## src/rtl/conv16_pkg.sv

```systemverilog
// Shared types, constants and size helpers for the fp16 convolution window scheduler.
package conv16_pkg;

    typedef enum logic [1:0] {
        ST_IDLE  = 2'd0,
        ST_RUN   = 2'd1,
        ST_FLUSH = 2'd2,
        ST_DONE  = 2'd3
    } state_t;

    localparam logic [15:0] FP16_ZERO = 16'h0000;
    localparam logic [15:0] FP16_ONE  = 16'h3C00;

    // Output height/width of a stride-1 valid convolution, and window size in taps.
    function automatic int out_h(input int h, input int kl);
        return h - kl + 1;
    endfunction

    function automatic int out_w(input int w, input int kw);
        return w - kw + 1;
    endfunction

    function automatic int slots(input int kl, input int kw);
        return kl * kw;
    endfunction

endpackage

```

## src/rtl/conv_addr_gen16.sv

```systemverilog
// kc -> kr -> gap -> col -> row counter chain; turns the current slot into fmap/weight read addresses.
module conv_addr_gen16
    import conv16_pkg::*;
#(
    parameter int weight_length = 3,
    parameter int weight_width  = 3,
    parameter int img_height    = 8,
    parameter int img_width     = 8,
    parameter int addr_width    = 8
) (
    input  logic                  clk,
    input  logic                  reset,
    input  logic                  i_run,
    output logic [addr_width-1:0] o_fmap_addr,
    output logic [addr_width-1:0] o_weight_addr,
    output logic                  o_rd_en,
    output logic                  o_gap,
    output logic                  o_last_window
);

    localparam int AW = addr_width;
    localparam int OH = out_h(img_height, weight_length);
    localparam int OW = out_w(img_width, weight_width);

    localparam logic [AW-1:0] KC_MAX  = AW'(weight_width - 1);
    localparam logic [AW-1:0] KR_MAX  = AW'(weight_length - 1);
    localparam logic [AW-1:0] COL_MAX = AW'(OW - 1);
    localparam logic [AW-1:0] ROW_MAX = AW'(OH - 1);

    logic [AW-1:0] r_kc;
    logic [AW-1:0] r_kr;
    logic [AW-1:0] r_col;
    logic [AW-1:0] r_row;
    logic          r_gap;

    // The gap slot sits between kr and col in the carry chain, so each window takes K_L*K_W+1 cycles.
    always_ff @(posedge clk) begin
        if (!reset) begin
            r_kc  <= '0;
            r_kr  <= '0;
            r_col <= '0;
            r_row <= '0;
            r_gap <= 1'b0;
        end else if (i_run) begin
            if (r_gap) begin
                r_gap <= 1'b0;
                if (r_col == COL_MAX) begin
                    r_col <= '0;
                    r_row <= (r_row == ROW_MAX) ? '0 : r_row + AW'(1);
                end else begin
                    r_col <= r_col + AW'(1);
                end
            end else if (r_kc == KC_MAX) begin
                r_kc <= '0;
                if (r_kr == KR_MAX) begin
                    r_kr  <= '0;
                    r_gap <= 1'b1;
                end else begin
                    r_kr <= r_kr + AW'(1);
                end
            end else begin
                r_kc <= r_kc + AW'(1);
            end
        end
    end

    assign o_fmap_addr   = (r_row + r_kr) * AW'(img_width) + r_col + r_kc;
    assign o_weight_addr = r_kr * AW'(weight_width) + r_kc;
    assign o_rd_en       = i_run && !r_gap;
    assign o_gap         = r_gap;
    assign o_last_window = (r_row == ROW_MAX) && (r_col == COL_MAX);

endmodule

```

## src/rtl/conv_window_scheduler16.sv

```systemverilog
// Drives one fp16 MAC PE across a full valid convolution: buffer reads, PE feed, result write-back.
module conv_window_scheduler16
    import conv16_pkg::*;
#(
    parameter int data_width    = 16,
    parameter int weight_length = 3,
    parameter int weight_width  = 3,
    parameter int img_height    = 8,
    parameter int img_width     = 8,
    parameter int addr_width    = 8
) (
    input  logic                  clk,
    input  logic                  reset,
    input  logic                  start,
    output logic                  busy,
    output logic                  done,
    output logic                  fmap_rd_en,
    output logic [addr_width-1:0] fmap_addr,
    input  logic [data_width-1:0] fmap_data,
    output logic                  weight_rd_en,
    output logic [addr_width-1:0] weight_addr,
    input  logic [data_width-1:0] weight_data,
    output logic [data_width-1:0] pe_floatA,
    output logic [data_width-1:0] pe_floatB,
    output logic                  pe_conv_en,
    input  logic [data_width-1:0] pe_result,
    input  logic                  pe_out_valid,
    output logic                  out_we,
    output logic [addr_width-1:0] out_addr,
    output logic [data_width-1:0] out_data
);

    localparam int DW    = data_width;
    localparam int AW    = addr_width;
    localparam int N_WIN = out_h(img_height, weight_length) * out_w(img_width, weight_width);

    state_t        r_state;
    logic          r_busy;
    logic          r_done;
    logic          r_pe_conv_en;
    logic          r_gap_d;
    logic          r_out_we;
    logic [AW-1:0] r_out_addr;
    logic [AW-1:0] r_out_cnt;
    logic [DW-1:0] r_out_data;

    logic          w_run;
    logic          w_rd_en;
    logic          w_gap;
    logic          w_last_window;
    logic          w_capture;
    logic          w_last_write;
    logic          w_feed;

    assign w_run = (r_state == ST_RUN);

    conv_addr_gen16 #(
        .weight_length(weight_length),
        .weight_width (weight_width),
        .img_height   (img_height),
        .img_width    (img_width),
        .addr_width   (addr_width)
    ) u_addr_gen (
        .clk          (clk),
        .reset        (reset),
        .i_run        (w_run),
        .o_fmap_addr  (fmap_addr),
        .o_weight_addr(weight_addr),
        .o_rd_en      (w_rd_en),
        .o_gap        (w_gap),
        .o_last_window(w_last_window)
    );

    assign w_capture    = pe_out_valid && ((r_state == ST_RUN) || (r_state == ST_FLUSH));
    assign w_last_write = r_out_we && (r_out_addr == AW'(N_WIN - 1));

    always_ff @(posedge clk) begin
        if (!reset) begin
            r_state      <= ST_IDLE;
            r_busy       <= 1'b0;
            r_done       <= 1'b0;
            r_pe_conv_en <= 1'b0;
            r_gap_d      <= 1'b0;
            r_out_we     <= 1'b0;
            r_out_addr   <= '0;
            r_out_cnt    <= '0;
            r_out_data   <= '0;
        end else begin
            // Delay slot-active/gap by one cycle so they line up with the RAMs' 1-cycle read data.
            r_pe_conv_en <= w_run;
            r_gap_d      <= w_gap;
            r_out_we     <= w_capture;
            r_done       <= 1'b0;

            if (w_capture) begin
                r_out_addr <= r_out_cnt;
                r_out_data <= pe_result;
                r_out_cnt  <= r_out_cnt + AW'(1);
            end

            case (r_state)
                ST_IDLE: begin
                    if (start) begin
                        r_state   <= ST_RUN;
                        r_busy    <= 1'b1;
                        r_out_cnt <= '0;
                    end
                end
                ST_RUN: begin
                    if (w_gap && w_last_window) r_state <= ST_FLUSH;
                end
                ST_FLUSH: begin
                    if (w_last_write) begin
                        r_state <= ST_DONE;
                        r_busy  <= 1'b0;
                        r_done  <= 1'b1;
                    end
                end
                ST_DONE: r_state <= ST_IDLE;
                default: r_state <= ST_IDLE;
            endcase
        end
    end

    // NOTE: operands are forced to zero whenever the PE is not fed real data, so stale RAM output never leaks out.
    assign w_feed    = r_pe_conv_en && !r_gap_d;
    assign pe_floatA = w_feed ? fmap_data   : DW'(FP16_ZERO);
    assign pe_floatB = w_feed ? weight_data : DW'(FP16_ZERO);

    assign busy         = r_busy;
    assign done         = r_done;
    assign fmap_rd_en   = w_rd_en;
    assign weight_rd_en = w_rd_en;
    assign pe_conv_en   = r_pe_conv_en;
    assign out_we       = r_out_we;
    assign out_addr     = r_out_addr;
    assign out_data     = r_out_data;

endmodule

```

## config.mk

```make
export PLATFORM = sky130hd
export DESIGN_NAME = conv_window_scheduler16
export DESIGN_NICKNAME = d
export VERILOG_FILES = /design/src/rtl/conv16_pkg.sv /design/src/rtl/conv_addr_gen16.sv /design/src/rtl/conv_window_scheduler16.sv
export SDC_FILE = /design/constraint.sdc
export NUM_CORES = 1
export LEC_CHECK = 0
export ABC_AREA = 1
export CAP_MARGIN = 20
export CORE_ASPECT_RATIO = 0.9
export CORE_MARGIN = 3
export CORE_UTILIZATION = 44
export CTS_CLUSTER_SIZE = 25
export DETAILED_ROUTE_END_ITERATION = 10
export PLACE_DENSITY = 0.79
export SLEW_MARGIN = 20
export SYNTH_ARGS = -nofsm -noshare
export SYNTH_HDL_FRONTEND = slang
export SYNTH_SLANG_ARGS = --single-unit
```

## constraint.sdc

```tcl
create_clock -name clk -period 3.3 [get_ports clk]
set_clock_uncertainty 0.1 [all_clocks]
set_input_delay 0.66 -clock clk [delete_from_list [all_inputs] [get_ports clk]]
set_output_delay 0.66 -clock clk [all_outputs]
set_load 0.02 [all_outputs]
```

==> out/metrics.yaml, run 1 <==
hpwl_um: 9351
worst-path-buf-inv: 4
crit_path_end_kind: "primary output"
setup_ws_ns: -0.3118
maxSlewViolCount: 0
coreArea_um2: 9869
die_y_um: 102.3
power_density_nw_per_um2: 517.1
syn-num-nets: 736
worstReg2RegStart: "r_state[1]"
syn_inst: 631
grt_antenna_before_repair: 0
wl_met2_um: 6165
cts_sinks: 72
p_leak_nw: 3.030
hold_class: "reg2reg"
wl_met1_um: 5104
startpoint: "u_addr_gen.r_row[0]"
fp.dieArea_um2: 11560
drive_gt1_share_pct: 14.20
drt.antenna.violating_nets: 0
slowest_stage: "fa_2"
ys_ff_latch: 72
yosysSeqAreaShare_pct: 31.80
grt_usage_pct: 20.86
grt_pass1_vias: 4448
start_kind: "flip-flop"
fin_util_pct: 67.17
switching_share_pct: 37.12
seqPwrFrac_pct: 32.5
internal_power_mw: 2.156
worstPathArrival_ns: 2.85
post_drt_wl_per_cell_um: 13.40
cts_root_buf: "clkbuf_16"
drc_errors: 0
start_util_pct: 45.93
final_area_um2: 6629
dpl_cell_area_um2: 6161
critical_path.top_delay_family: "adder cells"
ios: 130
path_cells: "ha_4 > fa_2 > inv_2 > fa_1 > inv_2 > ha_4 > buf_4 > a21o_1 > nand2_2 > a21o_1 > nand2_1 > buf_6"
syn-cell-area_um2: 4533
vias_per_cell: 4.908
ir_worst_vdd_mv: 0.4513
die_w_um: 113.0
hold_viol_final: 0
status: "complete, but fails checks"
cts_buffers: 9
pwr-share-comb_pct: 41.2
top_layer: "met4"
io_buffers: 129
dp.cells: 902
path_clk_slew_ns: 0.06
min_period_over_period_pct: 109.4
row_count: 34
firstDrtPassIters: 5
yosysWarnings: 0
setup_viol: 6
hold-worst-slack_ns: 0.3679
wl_met3_um: 757
hold_buffers: 0
dr_total_vias: 4525
worst-slew-pin-transition_ns: 0.9764
htreeDepth: 3
grt_pass1_wl_um: 19760
relSlewSlack_pct: 34.75
cp.required_ns: 2.54
cap_violations: 0
syn_avg_cell_area_um2: 7.184
drtIter0Drc: 226
final_cell_count_no_fill: 922
clock_latency_ns: 0.33
nets: 896
overflow: 0
p_clk_share_pct: 26.4
grt_max_degree: 33
clockBufferDepth: 2
area_growth_pct: 46.23
power_switching_mw: 1.272
critical-path-max-stage-delay_ns: 0.52
gp_congestion: 0.8780
violations: "negative setup slack"
fmax_ghz: 0.2769
min_from: "u_addr_gen.r_kr[7]"
grt_setup_unrepaired: "yes"
synth.distinct_cells: 35
cts_tree: "built"
dpl_worst_slack_ns: -0.5237
crit_type: "reg2out"
finalCriticalPeriod_ns: 3.612
diodes: 0
wl_um: 12360
cp_max_fo: 3
## state kept, by name (all words and copies together), names as in the netlist
name,flops
u_addr_gen.r_col,8
r_out_cnt,8
u_addr_gen.r_row,8
u_addr_gen.r_kc,8
r_gap_d,1
pe_conv_en,1
done,1
busy,1
out_data,16
r_state,2
out_we,1
out_addr,8
u_addr_gen.o_gap,1
u_addr_gen.r_kr,8
## metal layers
layer,GRT usage (%),up-vias
met5,0,-
met4,7.024,0
met3,5.506,27
li1,-,2285
met2,37.52,139
met1,24.25,2074
## cells by family (layout without fill, tap and decap cells)
kind of cell,count (synthesis),count (layout),synth area share (%)
flip-flops,72,72,31.80
adder cells (fa/ha/maj),53,53,16.78
AND/OR/NAND/NOR,275,275,26.58
buffers and inverters,125,290,10.46
XOR/XNOR,24,24,4.637
AO/OA/AOI/OAI,82,82,9.743
## synth_stat cells
master | number | share of area, %
a211oi_1 | 1 | 0.17
nor3b_1 | 5 | 0.83
o21ai_0 | 36 | 4.0
nand3_1 | 26 | 2.9
buf_4 | 1 | 0.17
nand3_2 | 1 | 0.22
and3_1 | 1 | 0.14
ha_1 | 40 | 11
o21a_1 | 2 | 0.33
inv_1 | 106 | 8.8
nand3b_1 | 3 | 0.50
a21o_1 | 3 | 0.50
a21oi_1 | 35 | 3.9
nand2_2 | 5 | 0.69
fa_1 | 13 | 5.7
nor2_2 | 3 | 0.41
dfxtp_1 | 72 | 32
o21bai_1 | 1 | 0.17
clkbuf_2 | 1 | 0.11
clkbuf_1 | 13 | 1.1
o21ai_2 | 1 | 0.19
o211ai_1 | 1 | 0.17
xnor2_1 | 6 | 1.2
nor2_4 | 2 | 0.50
inv_2 | 3 | 0.25
nand3_4 | 1 | 0.39
nor3_2 | 4 | 0.88
a31o_2 | 1 | 0.19
nor3_1 | 12 | 1.3
nand4_1 | 5 | 0.69
nand2_1 | 92 | 7.6
o32ai_1 | 1 | 0.19
xor2_1 | 18 | 3.5
clkinv_1 | 1 | 0.083
nor2_1 | 115 | 9.5
## layout make-up
type	count	area [um^2]
Timing Repair Buffer	164	1570
Inverter	110	412.9
Clock buffer	9	225.2
Fill cell	796	3241
Tap cell	126	157.7
Multi-Input combinational cell	434	2758
Clock inverter	7	53.80
Sequential cell	72	1451
## timing repair
item,CTS,global route
endpoints found under the setup margin,11,9
cloned,0,0
pin swaps,3,15
resized for setup,63,29
buffers inserted,1,4
## worst paths after layout
| kind | end | slack (ns) | cells past startpoint |
|---|---|---|---|
| setup / recovery | fmap_addr[6] | -0.31 | 12 |
| hold / removal | u_addr_gen.r_kr[7] | 0.37 | 2 |
| setup reg to reg | r_out_cnt[2] | 1.21 | 6 |
| hold reg to reg | u_addr_gen.r_kr[7] | 0.37 | 2 |
## layout by cell type, fill, tap and decap left out, types with 2 or more instances in the layout
cell type	netlist	final
ha_1	40	34
nor2_2	3	3
xor2_1	18	15
clkinvlp_4	0	3
inv_2	3	7
xnor2_1	6	5
clkdlybuf4s50_1	0	118
inv_1	106	102
fa_1	13	11
nand2_2	5	9
inv_6	0	2
a21oi_1	35	30
xor2_2	0	3
nand4_1	5	5
nand3b_1	3	3
nor3b_1	5	5
a21oi_2	0	4
fa_2	0	2
a21o_1	3	3
dlygate4sd2_1	0	2
o21ai_2	1	2
o21ai_0	36	35
nor3_2	4	4
dfxtp_1	72	66
buf_4	1	33
clkbuf_16	0	9
nor2_1	115	115
nor3_1	12	12
nand2_1	92	88
nor2_4	2	2
nand3_1	26	26
o21a_1	2	2
dfxtp_2	0	5
buf_6	0	10
ha_4	0	5
## worst reg2reg max path, stage by stage, from the launching register on
cell	delay [ns]
dfxtp_1	0.34
inv_1	0.09
ha_1	0.29
nand2_1	0.09
clkinv_1	0.57
a21o_1	0.37
nor3b_1	0.14
## power by group through the flow
stage                     registers [mW]  logic, mW  clock network, mW
after floorplan                     1.27      0.629                  0
after global placement              1.12       1.37                  0
after detailed placement            1.13       1.39                  0
after CTS                           1.11       1.41              0.922
after global routing                1.13       1.55              0.969
final                               1.11       1.41              0.903
## stage by stage
| step | setup TNS (ns) | power (mW) |
|---|---|---|
| final | -1.047 | 3.428 |
| after global placement | -1.809 | 2.490 |
| after detailed placement | -2.399 | 2.523 |
| after floorplan | 0 | 1.901 |
| after global routing | -1.625 | 3.650 |
| after CTS | -0.8499 | 3.441 |
Power figures use the tool's default switching activity.
==> run 2, diff against run 1 <==
ABC_AREA = unset   (was 1)
CORE_UTILIZATION = 43   (was 44)
CTS_CLUSTER_DIAMETER = 30   (was unset)
PLACE_DENSITY = 0.78   (was 0.79)
==> out/metrics.yaml, run 2 <==
status: "complete, but fails checks"
violations: "negative setup slack"
multi_input_area_um2: 2756  # about the same
firstDrtPassIters: 4  # -1
fmax_ghz: 0.2773  # +0.14%
worstReg2RegStart: "r_state[1]"
grt_antenna_before_repair: 0  # unchanged
p_leak_nw: 2.650  # -13%
grt_pass1_vias: 4112  # -7.6%
hold_depth: 2  # unchanged
io_buffers: 129  # unchanged
finalCriticalPeriod_ns: 3.607  # -0.005155 ns
ir_worst_vdd_mv: 0.3388  # -25%
wl_um: 12270  # -0.68%
die_y_um: 100.4  # -1.8%
drc_errors: 0  # unchanged
hold_class: "reg2reg"
fill_cells: 732  # -8.0%
synth_edf_count: 0  # unchanged
area_growth_pct: 46.65
hold_buffers: 0  # unchanged
setup_viol: 6  # unchanged
row_count: 33  # -2.9%
relSlewSlack_pct: 43.79  # +9.0 points
die_w_um: 110.9  # -1.8%
hold_viol_final: 0  # unchanged
nets: 767  # -14%
timing.rr.end: "u_addr_gen.r_kr[1]"
drt.antenna.violating_nets: 0  # unchanged
grt_max_degree: 33  # unchanged
ys_ff_latch: 72  # unchanged
crit_path_end_kind: "primary output"
clockBufferDepth: 2  # unchanged
cp.required_ns: 2.54  # about the same
area.sequential_um2: 1446  # -0.34%
clock_latency_ns: 0.35  # +0.02 ns
min_period_over_period_pct: 109.3  # -0.16 points
r2r_slack_ns: 0.80  # -0.41 ns
crit_type: "reg2out"
worst-slew-pin-transition_ns: 0.8411  # -0.1353 ns
setup_ws_ns: -0.3067  # +0.005155 ns
maxSlewViolCount: 0  # unchanged
ios: 130  # unchanged
fin_util_pct: 66.68  # -0.49 points
start_util_pct: 45.47  # -0.46 points
fp.dieArea_um2: 11140  # -3.6%
grt_usage_pct: 22.07  # +1.2 points
worstPathArrival_ns: 2.85  # about the same
hpwl_um: 9251  # -1.1%
cp_max_fo: 2  # -1
dr_total_vias: 3938  # -13%
largest_reg_flops: 16  # unchanged
path_clk_slew_ns: 0.09  # +0.03 ns
path_cells: "ha_4 > fa_1 > inv_1 > fa_1 > inv_2 > ha_4 > inv_4 > nor2_4 > nor2_4 > o21ai_2 > xnor2_2 > buf_4"
coreArea_um2: 9373  # -5.0%
cts_sinks: 72  # unchanged
yosysSeqAreaShare_pct: 33.82  # +2.0 points
vias_per_cell: 4.991  # +1.7%
cts_tree: "built"
critical-path-max-stage-delay_ns: 0.50  # -0.02 ns
synth_top_area_share_pct: 33.82  # +2.0 points
layout_common_cells: "clkdlybuf4s50_1 (118), nand2_1 (73), dfxtp_1 (68), nor2_1 (45), buf_4 (43)"
grt_setup_unrepaired: "yes"
syn-cell-area_um2: 4262  # -6.0%
syn_avg_cell_area_um2: 8.523  # +19%
min_from: "out_data[9]"
post_drt_wl_per_cell_um: 15.56  # +16%
htreeDepth: 3  # unchanged
r2r_cells: 7  # +1
start_kind: "flip-flop"
dpl_worst_slack_ns: -0.5634  # -0.03968 ns
hold_end: "out_data[9]"
diodes: 0  # unchanged
gp_congestion: 0.8506  # -3.1%
synth-main-ff-cell: "dfxtp_1"
cap_violations: 0  # unchanged
cts_buffers: 9  # unchanged
yosysMostFrequentCell: "nand2_1"
layout.cells.most_common: "clkdlybuf4s50_1"
postSynth.asyncResetShare_pct: 0  # unchanged
drive_gt1_share_pct: 14.84  # +0.65 points
synth.distinct_cells: 40  # +14%
syn_inst: 500  # -21%
drtIter0Drc: 186  # -18%
yosys-top-cells-count: "nand2_1 (73), dfxtp_1 (72), nor2_1 (47)"
netlist_top_cells_area: "dfxtp_1 (34%), ha_1 (12%), xnor2_1 (7.0%)"
grt_pass1_wl_um: 20110  # +1.7%
cts_root_buf: "clkbuf_8"
yosysWarnings: 0  # unchanged
slowest_stage: "fa_1"
syn-num-nets: 605  # -18%
synth_largest_area_cell: "dfxtp_1"
overflow: 0  # unchanged
power_density_nw_per_um2: 461.2  # -11%
run 2: cell types whose count changed after synthesis, moves of 8 or more:
cell / change
and2_1: +37
o21ai_0: -31
nand4_1: +8
nand2_1: -19
xnor2_1: +28
nor2_1: -68
inv_1: -72
nand3_1: -15
run 2: cell families (layout without fill, tap and decap cells):
family          after synthesis  in the layout  synth area share, %
compound gates               62             62                8.367
xor+xnor                     50             50                10.28
fa+ha+maj                    53             53                17.85
buf+inv                      50            217                4.668
flops                        72             72                33.82
simple gates                213            213                25.01
run 2: area by class of cell:
type	instances	area share, %
multi-input combinational	378	44.10
tap	122	2.442
timing repair buffer	167	24.90
clock inverter	7	1.341
sequential	72	23.14
inverter	34	2.082
clock buffer	9	1.982
run 2: critical path: cells and delay by family (launching register included):
family,cells,cell delay [ns]
XOR/XNOR,1,0.13
buffers and inverters,4,0.31
AND/OR/NAND/NOR,2,0.16
AO/OA/AOI/OAI,1,0.16
adder cells (fa/ha/maj),4,1.41
flip-flops,1,0.35
run 2: stage by stage:
stage	hold slack [ns]	instances	total power [mW]	area, um^2	TNS, ns
detailed placement	0.3467	772	2.139	5922	-2.482
global placement	0.3419	772	2.112	5922	-1.856
CTS	0.3594	789	2.895	6207	-1.166
finish	0.3580	789	2.882	6250	-1.275
global route	0.3818	789	3.049	6250	-1.892
floorplan	0.3371	500	1.656	4272	0
run 2: what timing repair did:
action	in CTS	in global routing
buffers inserted	1	0
cloned	0	0
resized for setup	74	15
pin swaps	13	7
endpoints found under the setup margin	11	10
run 2: worst max path at each step:
stage / startpoint / end / slack, ns / cells after the start
global route: u_addr_gen.r_row[1] / fmap_addr[7] / -0.39 / 11
CTS: u_addr_gen.r_row[0] / fmap_addr[7] / -0.26 / 12
finish: u_addr_gen.r_row[0] / fmap_addr[7] / -0.31 / 12
floorplan: u_addr_gen.r_kr[0] / fmap_addr[7] / 0.005 / 11
global placement: u_addr_gen.r_row[0] / fmap_addr[7] / -0.45 / 12
detailed placement: u_addr_gen.r_row[0] / fmap_addr[7] / -0.56 / 12
run 2: power by group:
group / switching [mW] / leakage (nW) / internal [mW] / total [mW]
Combinational: 0.621 / 1.96 / 0.511 / 1.13
Clock: 0.378 / 0.103 / 0.365 / 0.743
Sequential: 0.0554 / 0.584 / 0.952 / 1.01
run 2: routing by layer:
layer,vias up,share of wire (%),track usage [%]
met4,0,0.99,5.492
li1,1963,-,-
met3,13,3.5,4.521
met5,-,0,0
met2,86,51,38.15
met1,1876,45,28.50
==> run 3, diff against run 2 <==
CTS_CLUSTER_SIZE = 8   (was 25)
==> results of run 3 <==
The final DEF is identical to that of run 2; final timing and power are the same.
